**src/rtl/alu_pkg.sv**
```systemverilog
// Shared ALU definitions: operation codes and the driver FSM state type.
// Imported by alu_driver and anything that talks to the ALU.
package alu_pkg;

    localparam logic [3:0] ADD = 4'b0000;
    localparam logic [3:0] SUB = 4'b0001;
    localparam logic [3:0] AND = 4'b0010;
    localparam logic [3:0] OR  = 4'b0011;
    localparam logic [3:0] XOR = 4'b0100;
    localparam logic [3:0] EQ  = 4'b0101;
    localparam logic [3:0] SGE = 4'b0110;
    localparam logic [3:0] SRL = 4'b0111;
    localparam logic [3:0] SLL = 4'b1000;
    localparam logic [3:0] MUL = 4'b1001;
    localparam logic [3:0] DIV = 4'b1010;

    // Highest opcode the ALU implements; anything above is rejected.
    localparam logic [3:0] MODE_MAX = DIV;

    typedef enum logic [1:0] {
        IDLE,
        ISSUE,
        WAIT,
        RESP
    } drv_state_t;

endpackage

```
**src/rtl/alu_driver.sv**
```systemverilog
// One-outstanding-command driver between a cmd stream, the ALU and a rsp stream.
// Optional ALU_DRIVER_TIMEOUT_EN adds a wait watchdog that answers with rsp_err.
module alu_driver
    import alu_pkg::*;
#(
    parameter int TIMEOUT = 64
) (
    input  logic        clk,
    input  logic        rst,
    input  logic        cmd_valid,
    output logic        cmd_ready,
    input  logic [3:0]  cmd_mode,
    input  logic [31:0] cmd_a,
    input  logic [31:0] cmd_b,
    output logic        alu_valid,
    output logic [3:0]  alu_mode,
    output logic [31:0] alu_a,
    output logic [31:0] alu_b,
    input  logic        alu_ready,
    input  logic [63:0] alu_data,
    output logic        rsp_valid,
    input  logic        rsp_ready,
    output logic [63:0] rsp_data,
    output logic        rsp_err
);

    drv_state_t state;

    // The watchdog compares against TIMEOUT-1, so fewer than 2 is meaningless.
    if (TIMEOUT < 2) begin : g_bad_timeout
        $error("alu_driver: TIMEOUT must be at least 2");
    end

`ifdef ALU_DRIVER_TIMEOUT_EN
    localparam int CW = (TIMEOUT > 2) ? $clog2(TIMEOUT) : 1;
    localparam logic [CW-1:0] LAST = CW'(TIMEOUT - 1);

    logic [CW-1:0] wait_cnt;
`endif

    // Command FSM; every output is a flop so the ALU sees glitch-free operands.
    always_ff @(posedge clk or posedge rst) begin
        if (rst) begin
            state     <= IDLE;
            cmd_ready <= 1'b0;
            alu_valid <= 1'b0;
            alu_mode  <= '0;
            alu_a     <= '0;
            alu_b     <= '0;
            rsp_valid <= 1'b0;
            rsp_data  <= '0;
            rsp_err   <= 1'b0;
`ifdef ALU_DRIVER_TIMEOUT_EN
            wait_cnt  <= '0;
`endif
        end else begin
            alu_valid <= 1'b0;
            unique case (state)
                IDLE: begin
                    if (cmd_valid && cmd_ready) begin
                        cmd_ready <= 1'b0;
                        if (cmd_mode <= MODE_MAX) begin
                            alu_mode  <= cmd_mode;
                            alu_a     <= cmd_a;
                            alu_b     <= cmd_b;
                            alu_valid <= 1'b1;
                            state     <= ISSUE;
                        end else begin
                            rsp_data  <= '0;
                            rsp_err   <= 1'b1;
                            rsp_valid <= 1'b1;
                            state     <= RESP;
                        end
                    end else begin
                        cmd_ready <= 1'b1;
                    end
                end
                ISSUE: begin
`ifdef ALU_DRIVER_TIMEOUT_EN
                    wait_cnt <= '0;
`endif
                    if (alu_ready) begin
                        rsp_data  <= alu_data;
                        rsp_err   <= 1'b0;
                        rsp_valid <= 1'b1;
                        state     <= RESP;
                    end else begin
                        state <= WAIT;
                    end
                end
                WAIT: begin
                    if (alu_ready) begin
                        rsp_data  <= alu_data;
                        rsp_err   <= 1'b0;
                        rsp_valid <= 1'b1;
                        state     <= RESP;
                    end
`ifdef ALU_DRIVER_TIMEOUT_EN
                    else if (wait_cnt == LAST) begin
                        rsp_data  <= '0;
                        rsp_err   <= 1'b1;
                        rsp_valid <= 1'b1;
                        state     <= RESP;
                    end else begin
                        wait_cnt <= wait_cnt + 1'b1;
                    end
`endif
                end
                RESP: begin
                    if (rsp_ready) begin
                        rsp_valid <= 1'b0;
                        cmd_ready <= 1'b1;
                        state     <= IDLE;
                    end
                end
            endcase
        end
    end

endmodule

```
**config.mk**
```make
export PLATFORM = sky130hd
export DESIGN_NAME = alu_driver
export DESIGN_NICKNAME = d
export VERILOG_FILES = /design/src/rtl/alu_pkg.sv /design/src/rtl/alu_driver.sv
export SDC_FILE = /design/constraint.sdc
export NUM_CORES = 1
export LEC_CHECK = 0
export ABC_AREA = 0
export BUFFER_PORTS_ARGS = -buffer_cell sky130_fd_sc_hd__buf_4
export CELL_PAD_IN_SITES_DETAIL_PLACEMENT = 2
export CELL_PAD_IN_SITES_GLOBAL_PLACEMENT = 2
export CORE_ASPECT_RATIO = 1.2
export CORE_MARGIN = 3
export CORE_UTILIZATION = 30
export CTS_BUF_LIST = sky130_fd_sc_hd__clkbuf_4
export CTS_CLUSTER_DIAMETER = 100
export DETAILED_ROUTE_END_ITERATION = 12
export PLACE_DENSITY = 0.85
export RECOVER_POWER = 100
export SKIP_LAST_GASP = 1
export SYNTH_ARGS = -nofsm -noshare
export SYNTH_HDL_FRONTEND = slang
export SYNTH_SLANG_ARGS = --single-unit
```
**constraint.sdc**
```tcl
create_clock -name clk -period 8 [get_ports clk]
set_clock_uncertainty 0.05 [all_clocks]
set_input_delay 0.4 -clock clk [delete_from_list [all_inputs] [get_ports clk]]
set_output_delay 0.4 -clock clk [all_outputs]
set_load 0.01 [all_outputs]
```
==> impl_metrics.py <==
metrics = {
    "outcome": {
        "status": "complete, but fails checks",
        "violations": "max-capacitance violations, max-slew violations",
    },
    "logic_synthesis": {
        "synth_area_leaders": "dfrtp_1, mux2i_1, mux2_2",
        "syn_area_um2": 5840,
        "post_synth.cell_area_avg_um2": 12.8,
        "ys_seq_area_share_pct": 59.1,
        "synth_cells": 455,
        "synth_top_cell_by_area": "dfrtp_1",
        "syn_nets": 596,
        "synth-seq-cells": 138,
        "ys.warnings.count": 0,
        "synth.distinct_cells": 27,
        "yosysTopAreaCellShare_pct": 59.1,
    },
    "setup_path": {
        "cp_max_fo": 64,
        "max_stage_delay_ps": 2550,
        "reg2reg_slack_ps": 3190,
        "r2r_cells": 6,
        "crit_arrival_ps": 5020,
        "r2r_start": "state[0]",
        "worstPathCellList": "inv_1, ha_1, a21boi_0, a21oi_1, nand2_1, mux2i_1",
        "rr_endpoint": "rsp_data[56]",
        "cp_slowest_cell": "nand2_1",
        "cp.required_ps": 8210,
        "cp-end-kind": "flop",
        "crit_buf_inv": 1,
        "path_depth": 6,
        "crit_family": "simple AND/OR/NAND/NOR gates",
        "critPathLaunchType": "flop",
        "endpoint": "rsp_data[56]",
        "critPathKind": "flop to flop",
        "critPathLaunch": "state[0]",
    },
    "clock_tree": {
        "numClockSinks": 138,
        "cts_setup_buffers": 0,
        "holdBufCountCts": 45,
        "cts_made_buffers": 17,
        "cts_tree": "done",
        "ctsResizeCount": 0,
        "ctsLongestPathBuffers": 2,
        "root_buffer": "clkbuf_4",
        "cts.clk_slew.worst_paths_ps": 130,
        "cts.htree.levels": 4,
        "clk_latency_ps": 530,
    },
    "cells_and_area": {
        "multi_input_area_um2": 1860,
        "fill_cells": 2116,
        "utilization_pct": 43.4,
        "syn_to_final_growth_pct": 41.0,
        "diodes": 0,
        "drive_above_1_share_pct": 26.2,
        "regArea_um2": 3450,
        "nNetsFinal": 923,
    },
    "floorplan": {
        "floorplan.initialDensity_pct": 30.8,
        "rows": 55,
        "die-area_um2": 21200,
        "core_um2": 19000,
        "die_h_um": 159,
        "die_w_um": 133,
        "io_pins": 273,
    },
    "global_routing": {
        "grt_max_degree": 76,
        "antenna_found_initial": 0,
        "grt_pass1_vias": 5476,
        "grt-ovfl-total": 0,
        "grt_pass1_wl_um": 34300,
        "grt_usage_pct": 21.0,
    },
    "routing": {
        "viasPerCell": 4.44,
        "ant_nets": 0,
        "wl_per_cell_um": 21.3,
        "num_vias": 4664,
        "remaining_drc_errors": 0,
        "drt-initial-drc-count": 126,
        "drtPass1Iterations": 4,
        "wirelength_um": 22400,
    },
    "timing": {
        "fin_crit_sh_pct": 60.1,
        "tightest_slew_ps": 3810,
        "grt_setup_unrepaired": "no",
        "setup_tns_ps": 0,
        "relSlewSlack_pct": -154,
        "period_needed_ps": 4810,
        "setup_viol": 0,
        "maxSlewViolCount": 201,
        "max_freq_ghz": 0.208,
        "hold_viol_final": 0,
    },
    "min_path": {
        "min_path_type": "input port to flop",
    },
    "power_and_ir_drop": {
        "powerDensity_nw_per_um2": 403,
        "p_leak_uw": 0.00417,
        "ir_drop_mv": 0.184,
    },
    "place": {
        "place_congestion": 0.790,
        "io_buffers": 272,
        "hpwl_um": 14600,
    },
    "run": {
        "cap_violations": 3,
    },
}
## layout make-up
class / instances / share of cell area [%]
clock buffer: 18 / 1.64
clock inverter: 13 / 1.46
inverter: 71 / 3.25
multi-input combinational: 226 / 22.6
sequential: 138 / 41.9
tap: 256 / 3.89
timing repair buffer: 328 / 25.2
## synth_stat cells, drive strengths merged
cell	instances
dfrtp	138
inv	71
nand2	70
mux2	67
mux2i	64
buf	15
clkbuf	5
o21ai	5
a21oi	4
ha	4
a31oi	3
o2bb2ai	2
a211oi	1
a21boi	1
nand3	1
nor2	1
nor2b	1
o2111ai	1
o22a	1
## worst min path at each step
stage / endpoint / start / slack [ps] / depth (start not counted)
floorplan: alu_mode[3] / alu_mode[3] / 460 / 2
global placement: alu_mode[3] / alu_mode[3] / 430 / 2
detailed placement: alu_mode[3] / alu_mode[3] / 440 / 2
CTS: alu_a[1] / cmd_a[1] / 0.1 / 2
global route: alu_a[1] / cmd_a[1] / 2 / 2
finish: alu_a[1] / cmd_a[1] / 50 / 2
## layout by cell type (no fill, tap or decap), types with 3 or more instances in the layout
| cell type | synthesis | routed |
|---|---|---|
| dfrtp_1 | 138 | 138 |
| clkinv_4 | 0 | 3 |
| clkbuf_1 | 5 | 138 |
| clkbuf_4 | 0 | 18 |
| inv_1 | 71 | 70 |
| a21oi_1 | 2 | 3 |
| nand2_1 | 69 | 70 |
| a31oi_1 | 3 | 3 |
| mux2i_1 | 64 | 64 |
| mux2_2 | 54 | 36 |
| mux2_1 | 13 | 31 |
| ha_1 | 4 | 4 |
| clkinv_2 | 0 | 4 |
| buf_4 | 0 | 137 |
| o21ai_0 | 5 | 5 |
| dlygate4sd3_1 | 0 | 53 |
## per-layer routing
layer / share of wire (%) / GRT usage [%] / routed length [um] / vias to the layer above
met1: 39 / 23.5 / 8670 / 2314
met3: 7.2 / 7.07 / 1620 / 28
met5: 0 / 0 / 0 / -
met4: 2.1 / 5.94 / 473 / 0
li1: - / - / - / 2118
met2: 52 / 37.8 / 11600 / 204
## cells by family (layout without fill, tap and decap cells)
family                     Yosys count  count (layout)  synth area share (%)
AOI/OAI and AO/OA                   18              18                  2.81
adders and majority gates            4               4                 0.857
buffers and inverters               91             430                  8.44
DFF                                138             138                  59.1
muxes                              131             131                  23.9
and+or+nand+nor                     73              73                  4.88
## flip-flops by register name, indices dropped and copies added (netlist names)
| signal | cells |
|---|---|
| rsp_data | 64 |
| alu_a | 32 |
| alu_b | 32 |
| alu_mode | 4 |
| state | 2 |
| alu_valid | 1 |
| cmd_ready | 1 |
| rsp_err | 1 |
| rsp_valid | 1 |
## per-stage QoR
| step | worst slack (ps) | cell area [um^2] | power [uW] | instances | hold WS [ps] |
|---|---|---|---|---|---|
| floorplan | 3850 | 5840 | 2280 | 455 | 461 |
| global placement | 5660 | 8010 | 2890 | 966 | 427 |
| finish | 3190 | 8240 | 3320 | 1050 | 51.4 |
| global route | 2700 | 8240 | 3570 | 1050 | 2.42 |
| CTS | 5440 | 8710 | 3510 | 1042 | 0.131 |
| detailed placement | 5430 | 8010 | 3050 | 966 | 435 |
## where the power goes
part / internal [uW] / switching (uW)
Clock: 159 / 282
Combinational: 699 / 929
Sequential: 1030 / 227
Power figures use the tool's default switching activity.
